## src/rtl/shade_axis_packer.sv

```systemverilog
`default_nettype none
//============================================================================
// Module      : shade_axis_packer
// Description : Buffers shaded {R,G,B} pixels, substitutes the background
//               colour on misses and emits an AXI4-Stream video stream with
//               start-of-frame (tuser) and end-of-line (tlast) framing.
// Revision    : 1.0 - initial release
//============================================================================
module shade_axis_packer #(
    parameter int          H_RES      = 640,
    parameter int          V_RES      = 480,
    parameter int          FIFO_DEPTH = 4,
    parameter logic [23:0] BG_COLOUR  = 24'h000000
) (
    input  logic                          clk,
    input  logic                          rst,
    input  logic                          pixel_valid,
    input  logic                          pixel_hit,
    input  logic [23:0]                   pixel_rgb,
    output logic                          pixel_ready,
    output logic [31:0]                   m_axis_tdata,
    output logic                          m_axis_tvalid,
    input  logic                          m_axis_tready,
    output logic                          m_axis_tuser,
    output logic                          m_axis_tlast,
    output logic                          frame_done,
    output logic [$clog2(FIFO_DEPTH):0]   fill_level
);

    localparam int c_ptr_w = $clog2(FIFO_DEPTH);
    localparam int c_cnt_w = c_ptr_w + 1;
    localparam int c_x_w   = (H_RES > 1) ? $clog2(H_RES) : 1;
    localparam int c_y_w   = (V_RES > 1) ? $clog2(V_RES) : 1;

    localparam logic [c_cnt_w-1:0] c_full     = c_cnt_w'(FIFO_DEPTH);
    localparam logic [c_cnt_w-1:0] c_cnt_one  = c_cnt_w'(1);
    localparam logic [c_ptr_w-1:0] c_ptr_one  = c_ptr_w'(1);
    localparam logic [c_x_w-1:0]   c_x_last   = c_x_w'(H_RES - 1);
    localparam logic [c_y_w-1:0]   c_y_last   = c_y_w'(V_RES - 1);
    localparam logic [c_x_w-1:0]   c_x_one    = c_x_w'(1);
    localparam logic [c_y_w-1:0]   c_y_one    = c_y_w'(1);

    logic [23:0]         r_mem [FIFO_DEPTH];
    logic [c_ptr_w-1:0]  r_wr_ptr;
    logic [c_ptr_w-1:0]  r_rd_ptr;
    logic [c_cnt_w-1:0]  r_count;
    logic [c_x_w-1:0]    r_x;
    logic [c_y_w-1:0]    r_y;
    logic                r_frame_done;

    logic                w_push;
    logic                w_pop;
    logic                w_x_last;
    logic                w_y_last;

    // Ready depends only on the registered occupancy, so a pop in the same
    // cycle never frees a slot for a push while full.
    assign pixel_ready   = !rst && (r_count != c_full);
    assign m_axis_tvalid = (r_count != '0);

    assign w_push   = pixel_valid && pixel_ready;
    assign w_pop    = m_axis_tvalid && m_axis_tready;
    assign w_x_last = (r_x == c_x_last);
    assign w_y_last = (r_y == c_y_last);

    assign m_axis_tdata = m_axis_tvalid ? {8'h00, r_mem[r_rd_ptr]} : 32'h0;
    assign m_axis_tuser = m_axis_tvalid && (r_x == '0) && (r_y == '0);
    assign m_axis_tlast = m_axis_tvalid && w_x_last;
    assign frame_done   = r_frame_done;
    assign fill_level   = r_count;

    // Storage needs no reset: entries are only visible while counted.
    always_ff @(posedge clk) begin
        if (w_push) begin
            r_mem[r_wr_ptr] <= pixel_hit ? pixel_rgb : BG_COLOUR;
        end
    end

    always_ff @(posedge clk) begin
        if (rst) begin
            r_wr_ptr <= '0;
            r_rd_ptr <= '0;
            r_count  <= '0;
        end else begin
            if (w_push) begin
                r_wr_ptr <= r_wr_ptr + c_ptr_one;
            end
            if (w_pop) begin
                r_rd_ptr <= r_rd_ptr + c_ptr_one;
            end
            case ({w_push, w_pop})
                2'b10:   r_count <= r_count + c_cnt_one;
                2'b01:   r_count <= r_count - c_cnt_one;
                default: r_count <= r_count;
            endcase
        end
    end

    // Framing position advances once per accepted output beat.
    always_ff @(posedge clk) begin
        if (rst) begin
            r_x          <= '0;
            r_y          <= '0;
            r_frame_done <= 1'b0;
        end else begin
            r_frame_done <= w_pop && w_x_last && w_y_last;
            if (w_pop) begin
                if (!w_x_last) begin
                    r_x <= r_x + c_x_one;
                end else begin
                    r_x <= '0;
                    r_y <= w_y_last ? '0 : r_y + c_y_one;
                end
            end
        end
    end

endmodule
`default_nettype wire

```

## config.mk

```make
export PLATFORM = sky130hd
export DESIGN_NAME = shade_axis_packer
export DESIGN_NICKNAME = d
export VERILOG_FILES = /design/src/rtl/shade_axis_packer.sv
export SDC_FILE = /design/constraint.sdc
export NUM_CORES = 1
export LEC_CHECK = 0
export CAP_MARGIN = 15
export CORE_MARGIN = 1
export CORE_UTILIZATION = 55
export DETAILED_ROUTE_END_ITERATION = 6
export GPL_TIMING_DRIVEN = 0
export HOLD_SLACK_MARGIN = 0.12
export PLACE_DENSITY = 0.79
export SYNTH_ARGS = -nofsm -noshare
export SYNTH_HDL_FRONTEND = slang
export SYNTH_SLANG_ARGS = --single-unit
```

## constraint.sdc

```tcl
create_clock -name clk -period 2.5 [get_ports clk]
set_input_delay 0.25 -clock clk [delete_from_list [all_inputs] [get_ports clk]]
set_output_delay 0.25 -clock clk [all_outputs]
set_load 0.02 [all_outputs]
```

# Word-level counts from Yosys, hierarchy flattened
# Memory sizes are Yosys's and may differ from the RTL's. A register that Yosys moved wholly into a read port is not among the register bits.
# Index checks and enable logic that the tools add are counted.
# Widths: inputs -> output; s select.
# word_totals
register_bits,27
ram_bits,96
input_bits,29
out_inout_bits,40
elab_cells,41
n_memories,1
# mem_list
memory,depth,word_bits,rd,rd_ports_with_merged_regs,wr,line,rtl
r_mem,4,24,1,1,1,43,logic [23:0] r_mem [FIFO_DEPTH];
# op_classes
n_addsub,6
n_eq_ne,5
mux,9
reduce_logical,14
# ops
cell,count
$mux 24,2
$add 10x1->10 const B,1
$eq 10x10->1 const B,1
$logic_not 10->1,1
$mux 10,1
$add 9x1->9 const B,1
$eq 9x9->1 const B,1
$logic_not 9->1,1
$mux 9,1
$logic_and 1x1->1,8
$pmux 3 s2,1
$add 2x1->2 const B,2
$mux 2,2
$add 3x1->3 const B,1
$ne 3x3->1 const B,1
$reduce_bool 3->1,1
$sub 3x1->3 const B,1
$eq 2x1->1 const B,1
$eq 2x2->1 const B,1
$mux 1,2
$reduce_and 2->1,1
$reduce_bool 2->1,1
$logic_not 1->1,1

# Longest topological paths before layout
# Gate-level depths: netlist (run 1).
# logic_depth
depth_word,5
ltp_mapped,9

# Worst setup path after synthesis (run 1)
# No wires, ideal clock.
# synth_path
kind,flip-flop to flip-flop
startpoint,register r_count[0] (netlist: fill_level[0])
endpoint,register r_count[2] (netlist: fill_level[2])
setup_ns,0.070
arrival_time_ns,2.262
required_ns,2.430
slack_ns,0.168
stages_incl_launch_ff,10
n_path_buf,0
period_less_slack_ns,2.332
path_cell_list,dfxtp_1 > nor2_1 > a211oi_1 > inv_1 > ha_1 > inv_1 > fa_1 > xor2_1 > or3_1 > a21oi_1
# synth_via
elab_chain_len,5
# synth_lines
item,line,rtl
from (decl),46,logic [c_cnt_w-1:0] r_count;
from (signal assigned),92,2'b10: r_count <= r_count + c_cnt_one;
from (signal assigned),93,2'b01: r_count <= r_count - c_cnt_one;
from (signal assigned),94,default: r_count <= r_count;
$ne 3x3->1,58,assign pixel_ready = !rst && (r_count != c_full);
$logic_and 1x1->1,58,
$logic_and 1x1->1,61,assign w_push = pixel_valid && pixel_ready;
$eq 2x1->1 / $eq 2x2->1 (equally long branches),91,"case ({w_push, w_pop})"
$pmux 3 s2 / $reduce_bool 2->1 (equally long branches),--,
# Parallel ways exist; a longest one is shown, timed or not.
# A chain may end at the register's enable or synchronous reset.

==> impl_results.md, run 1 <==
* Reg2reg setup slack at 0.30 ns
* VDD IR max at between 600 and 700 uV
* Ports at between 60 and 70
* Die Y at 100.7 um
* # diodes at 0
* Period minus WS final at 2.414 ns
* Antenna Nets Post-Route at 0
* Total GRT Usage at 0.2300
* Buf+Inv Stages, Crit Path at 3
* Unique cell type count in the Yosys netlist at 41
* Most common cell after layout, fill and taps aside: edfxtp_1
* P per Cell Area at 990.4 mW/mm^2
* Vias per inst at 5.492
* Final setup vio count at 0
* Clk slew on worst S/H paths at 0.06 ns
* HPWL reported at the end of detailed placement at 6330 um
* P_leak at about 0.0024 uW
* Synth Instances at 365
* CTS H-Tree Depth at 4
* DR iter-0 viols at around 210
* CP delay by family, top: buffers and inverters
* Die width at 100.7 um
* Placed cell areas at 0.006151 mm^2
* Worst stage delay on the critical path at ~0.51 ns
* Post-route cell area at 0.006763 mm^2
* Register area share after synthesis at 0.6467
* Highest attainable clock frequency at 414.3 MHz
* Status: finished clean
* Initial antenna violation count at 0
* Drt wl/cell at around 18 um
* Arrival @ worst endpoint at 2.16 ns
* Clk_skew at between 0.009 and 0.01 ns
* # DRC at 0
* PortBufs at 60
* Core Region at 0.009328 mm^2
* Worst Max-Slew Pin Slew at a little over 0.9 ns
* CP Class: reg -> out
* Largest net degree at the start of global routing at 25
* First-pass GRT wire length at 16780 um
* Avg Synthesized Cell Area at 14.67 um^2
* Root Driver: clkbuf_8
* Final WS setup at 0.08603 ns
* CTS tree: yes
* Worst-path fanout max at 10
* CTS Hold Bufs at 0
* Vias in the first global route at around 3300
* Slew Limit Fails at 0
* Slowest-stage cell, CP: mux4_2
* Yosys warnings at 0
* First drt pass iteration count at 4
* Post-synthesis register bit count at 125
* Min-Delay Path Class: in -> reg
* DIE AREA at slightly above 0.01 mm^2
* GPL Wtd Cong at around 0.9
* Clk_lat worst skew at 0.52 ns
* Via count at 3257
* Crit end category: output pin
* Place WS at -0.2779 ns
* CTS Buf Count at 17
* Clock Path Buffers at 2
* Final Cycle Share at 0.9656
* GRT Residual Overflow at 0
* RSZ-0062 raised after global routing: no
* Placement row count at 35
* Initial core utilization at 0.5741
* Share of layout cells above drive strength 1 at 0.1940
* Post-Syn Area at about 0.0054 mm^2
* Total Wirelength at 10580 um
* Crit path required time at 2.25 ns
* Nets at 490
* Fin. Hold Viols at 0
* Rel. slew slack at 0.3710
* Syn-to-layout area delta at 26.29%
* Sink Count at roughly 130
* Number of max-cap violations at 0
* Worst Setup Start Kind: flop
* Most frequent cells in the layout: edfxtp_1 (96), clkdlybuf4s50_1 (34), dfxtp_1 (26)
* Crit path cell chain: buf_6 > buf_12 > mux4_2 > nor2b_1 > dlygate4sd2_1
* Final TNS setup at 0 ns
-- final timing paths --
check,to,cells after the start,start
max reg2reg,fill_level[2],9,fill_level[0]
min reg2reg,r_x[1],2,r_x[1]
min,r_mem[2][19],2,pixel_rgb[19]
max,m_axis_tdata[15],5,flop
-- through the flow --
stage	total power [uW]	std cells	util	hold slack, ns
after floorplan	3633	372	-	0.4305
after CTS	6704	593	0.7217	0.4541
final	6698	593	0.7250	0.4684
after global placement	4341	561	0.6586	0.4797
after global routing	6967	593	0.7250	0.4653
after detailed placement	4392	562	0.6594	0.4970
-- layout make-up --
| cell class | instances | area, um^2 |
|---|---|---|
| plain buffers | 21 | 170.2 |
| clock buffers | 18 | 417.9 |
| clock inverters | 14 | 158.9 |
| fillers | 608 | 2565 |
| inverters | 15 | 58.81 |
| multi-input cells | 210 | 1744 |
| flip-flops and latches | 125 | 3467 |
| well taps | 129 | 161.4 |
| repair buffers | 61 | 584.3 |
-- sequential cells by signal (all words and copies together) (netlist names), named ones only --
signal / cells
frame_done: 1
r_rd_ptr: 2
r_wr_ptr: 2
fill_level: 3
r_mem: 96
r_x: 10
r_y: 9
-- cells in the mapped netlist --
cell / n / area, um^2
xnor2_1: 10 / 87.58
xor2_1: 4 / 35.03
nor2_1: 22 / 82.58
nor3_1: 7 / 35.03
nand2_1: 14 / 52.55
dfxtp_1: 29 / 580.6
or3_1: 5 / 31.28
nor4_1: 5 / 31.28
nand2b_1: 3 / 18.77
nor2b_1: 25 / 156.4
a31oi_1: 1 / 6.260
a211oi_1: 1 / 7.510
nand3_1: 7 / 35.03
buf_1: 1 / 3.750
or3b_2: 1 / 8.760
o311ai_0: 1 / 8.760
buf_4: 10 / 75.07
fa_1: 1 / 20.02
conb_1: 1 / 3.750
nand4_4: 1 / 21.27
o32ai_1: 1 / 8.760
and4_1: 2 / 17.52
inv_4: 1 / 6.260
o31ai_1: 3 / 22.52
mux4_2: 24 / 540.5
inv_1: 14 / 52.55
edfxtp_1: 96 / 2883
a21oi_1: 12 / 60.06
nand4_1: 2 / 12.51
o21ai_0: 4 / 20.02
ha_1: 9 / 112.6
buf_2: 4 / 20.02
and2_2: 4 / 30.03
and3_1: 1 / 6.260
and4bb_2: 1 / 12.51
or4b_1: 1 / 10.01
o31ai_4: 1 / 21.27
or4_1: 4 / 30.03
clkbuf_1: 7 / 26.28
mux2_2: 1 / 11.26
and2_1: 24 / 150.1
-- where the power goes --
| part | total, uW | internal (uW) | switching [uW] |
|---|---|---|---|
| Clock | 2390 | 1440 | 949 |
| Combinational | 1860 | 857 | 1000 |
| Sequential | 2450 | 2370 | 88.1 |
-- layer usage --
metal  routed length [um]  GRT usage  vias to the layer above
li1                     -          -                     1513
met1                 4529     0.2869                     1620
met2                 5287     0.3746                      106
met3                  564    0.06588                       18
met4                  202     0.1048                        0
met5                    0          0                        -
-- worst reg2reg max path, delay by kind of cell, from the launching register on --
| family | cells | cell delay (ns) |
|---|---|---|
| adders and majority gates | 2 | 0.41 |
| and+or+nand+nor | 2 | 0.40 |
| buffers and inverters | 2 | 0.16 |
| DFF | 1 | 0.42 |
| AOI/OAI and AO/OA | 2 | 0.65 |
| xor gates and xnor gates | 1 | 0.07 |
-- cell families after synthesis --
logic type	share of synthesized area
adders and majority gates	0.02477
muxes	0.1030
xor gates and xnor gates	0.02290
buffers and inverters	0.03435
AOI/OAI and AO/OA	0.02897
and+or+nand+nor	0.1386
DFF	0.6467
other	0.0007003
-- what timing repair did --
action	in CTS	in global routing
cloned	0	0
endpoints found under the setup margin	77	122
buffers inserted	0	0
gates resized for setup	39	14
Note: power is estimated with default switching activity, not from simulation.
==> run 2, diff against run 1 <==
- CORE_MARGIN: 1 -> 8
- SKIP_CTS_REPAIR_TIMING: unset -> 1
==> run 2 against run 1 <==
Largest power group is now clock. Power increased by 1.9%. Routed wire length up 1.4%. Die area up 30%. Clock skew is 0.0081 ns higher. Flip-flop and latch count unchanged. Count of clock-buffer cells in the layout decreased by 1. First-iteration DRC count is 14% lower. Clock power is 3% higher. Worst hold slack improved by 0.0067 ns.
==> impl_results.md, run 2 (synthesized netlist as in run 1, its figures left out) <==
* Die Y at 114.7 um (+14%)
* # DRC at 0 (unchanged)
* Final setup vio count at 0 (unchanged)
* Number of max-cap violations at 0 (unchanged)
* Arrival @ worst endpoint at 2.10 ns (-0.06 ns)
* Share of layout cells above drive strength 1 at 0.1875 (-0.006466)
* # diodes at 0 (unchanged)
* First drt pass iteration count at 4 (unchanged)
* Post-route cell area at 0.006873 mm^2 (+1.6%)
* Via count at 3196 (-1.9%)
* Clock Power Share at 0.360 (+0.004)
* Crit path required time at 2.25 ns (about the same)
* Total Wirelength at 10740 um (+1.4%)
* Root Driver: clkbuf_8
* Syn-to-layout area delta at 28.34%
* Min-Delay Path Class: in -> reg
* GRT Residual Overflow at 0 (unchanged)
* Flop pwr share at 0.359 (-0.007)
* Internal power at 4826 uW (+3.6%)
* DR iter-0 viols at 183 (-14%)
* Worst Setup Start Kind: flop
* DIE AREA at 0.01315 mm^2 (+30%)
* Clock Path Buffers at 2 (unchanged)
* First-pass GRT wire length at 16940 um (+0.95%)
* Antenna Nets Post-Route at 0 (unchanged)
* GPL Wtd Cong at 0.8622 (-4.3%)
* Largest net degree at the start of global routing at 25 (unchanged)
* PortBufs at 60 (unchanged)
* Place WS at -0.4113 ns (-0.1333 ns)
* Largest regs: r_mem x96, r_x x10, r_y x9
* Fin. Hold Viols at 0 (unchanged)
* Combinational Power Share at 0.280 (+0.003)
* Core Region at 0.009594 mm^2 (+2.9%)
* Vias per inst at 5.353 (-2.5%)
* Nets at 490 (unchanged)
* Worst Max-Slew Pin Slew at 0.8414 ns (-0.09021 ns)
* Clk_lat worst skew at 0.51 ns (about the same)
* RSZ-0062 raised after global routing: no
* CTS tree: yes
* Vias in the first global route at 3283 (-0.21%)
* Clk slew on worst S/H paths at 0.06 ns (about the same)
* Most common cell after layout, fill and taps aside: edfxtp_1
* Worst-path fanout max at 10 (unchanged)
* CP Class: reg -> out
* Status: finished clean
* Initial antenna violation count at 0 (unchanged)
* Highest attainable clock frequency at 425.6 MHz (+2.7%)
* Inst Count DP at 565 (+0.53%)
* CTS Buf Count at 17 (unchanged)
* Reg2reg setup slack at 0.27 ns (-0.03 ns)
* Crit end category: output pin
* Largest Register: r_mem
* Psw at 2000 uW (-1.9%)
* CTS H-Tree Depth at 4 (unchanged)
* Ports at 69 (unchanged)
* P_leak at 0.002732 uW (+13%)
* Placement row count at 36 (+2.9%)
* VDD IR max at 507.7 uV (-24%)
* Drt wl/cell at 17.98 um (+0.76%)
* Number of non-filler instances in the completed layout at 597 (+0.67%)
* Max reg flops at 96 (unchanged)
* HPWL reported at the end of detailed placement at 6726 um (+6.3%)
* Slew Limit Fails at 0 (unchanged)
* Placed cell areas at 0.006148 mm^2 (about the same)
* Sw frac at 0.2930 (-0.01130)
* Final WS setup at 0.1502 ns (+0.06414 ns)
* Final Cycle Share at 0.9399 (-0.02565)
* Period minus WS final at 2.350 ns (-0.06414 ns)
* Most frequent cells in the layout: edfxtp_1 (96), clkdlybuf4s50_1 (33), dfxtp_1 (28)
* P per Cell Area at 993.2 mW/mm^2 (+0.29%)
* Sink Count at 125 (unchanged)
* Clk_skew at 0.01717 ns (+0.008139 ns)
* Rel. slew slack at 0.4319 (+0.06090)
* Die width at 114.7 um (+14%)
* Initial core utilization at 0.5582 (-0.01595)
* Total GRT Usage at 0.1713 (-0.05864)
[run 2: cell count changes in the layout (fill, tap and decap cells not counted), moves of 2 or more]
cell            previous run  this run
dlymetal6s2s_1             3        27
dlygate4sd2_1             21         0
buf_12                     2         0
buf_8                      0         2
clkbuf_4                   3         5
clkinvlp_4                 2         0
dfxtp_1                   26        28
dfxtp_2                    3         1
[run 2: final cells by class]
type / instances / area [um^2]
sequential: 125 / 3465
fill: 580 / 2721
multi-input combinational: 210 / 1752
timing repair buffer: 61 / 675.6
clock buffer: 17 / 414.1
clock inverter: 15 / 185.2
tap: 133 / 166.4
buffer: 21 / 156.4
inverter: 15 / 58.81
[run 2: metrics by stage]
stage | setup TNS [ns] | power, uW | hold WS (ns) | util
after detailed placement | -27.26 | 4382 | 0.5025 | 0.6408
final | 0 | 6826 | 0.4751 | 0.7164
after global placement | -25.13 | 4343 | 0.4816 | 0.6408
after floorplan | 0 | 3633 | 0.4305 | -
after global routing | 0 | 7110 | 0.4813 | 0.7164
after CTS | -24.36 | 6836 | 0.4499 | 0.7033
[run 2: power groups by stage]
stage                     clock, uW  combinational [uW]  sequential (uW)
after floorplan                   0                1150             2480
after detailed placement          0                1900             2480
after CTS                      2480                1920             2440
after global routing           2570                2070             2460
after global placement            0                1870             2470
final                          2460                1910             2450
[run 2: final timing paths]
check                     end  depth (start not counted)           from
max          m_axis_tdata[13]                          5           flop
min reg2reg            r_x[1]                          2         r_x[1]
max reg2reg     fill_level[2]                          9  fill_level[0]
min              r_mem[2][19]                          2  pixel_rgb[19]
[run 2: per-layer routing]
metal,vias to the layer above,GRT usage,wire length (um)
li1,1506,-,-
met1,1585,0.2109,4751
met2,103,0.2768,5265
met3,2,0.05485,670
met4,0,0.06211,48
met5,-,0,0
[run 2: worst max-delay path, cell delays in order, from the launching register on]
cell and delay [ns]:
dfxtp_1 0.31, clkbuf_4 0.21, buf_8 0.19, mux4_2 0.53, nor2b_1 0.15, dlymetal6s2s_1 0.22
==> run 3, diff against run 2 <==
- TNS_END_PERCENT: unset -> 20
==> results of run 3 <==
No change in the layout: final DEF, timing and power equal those of run 2.
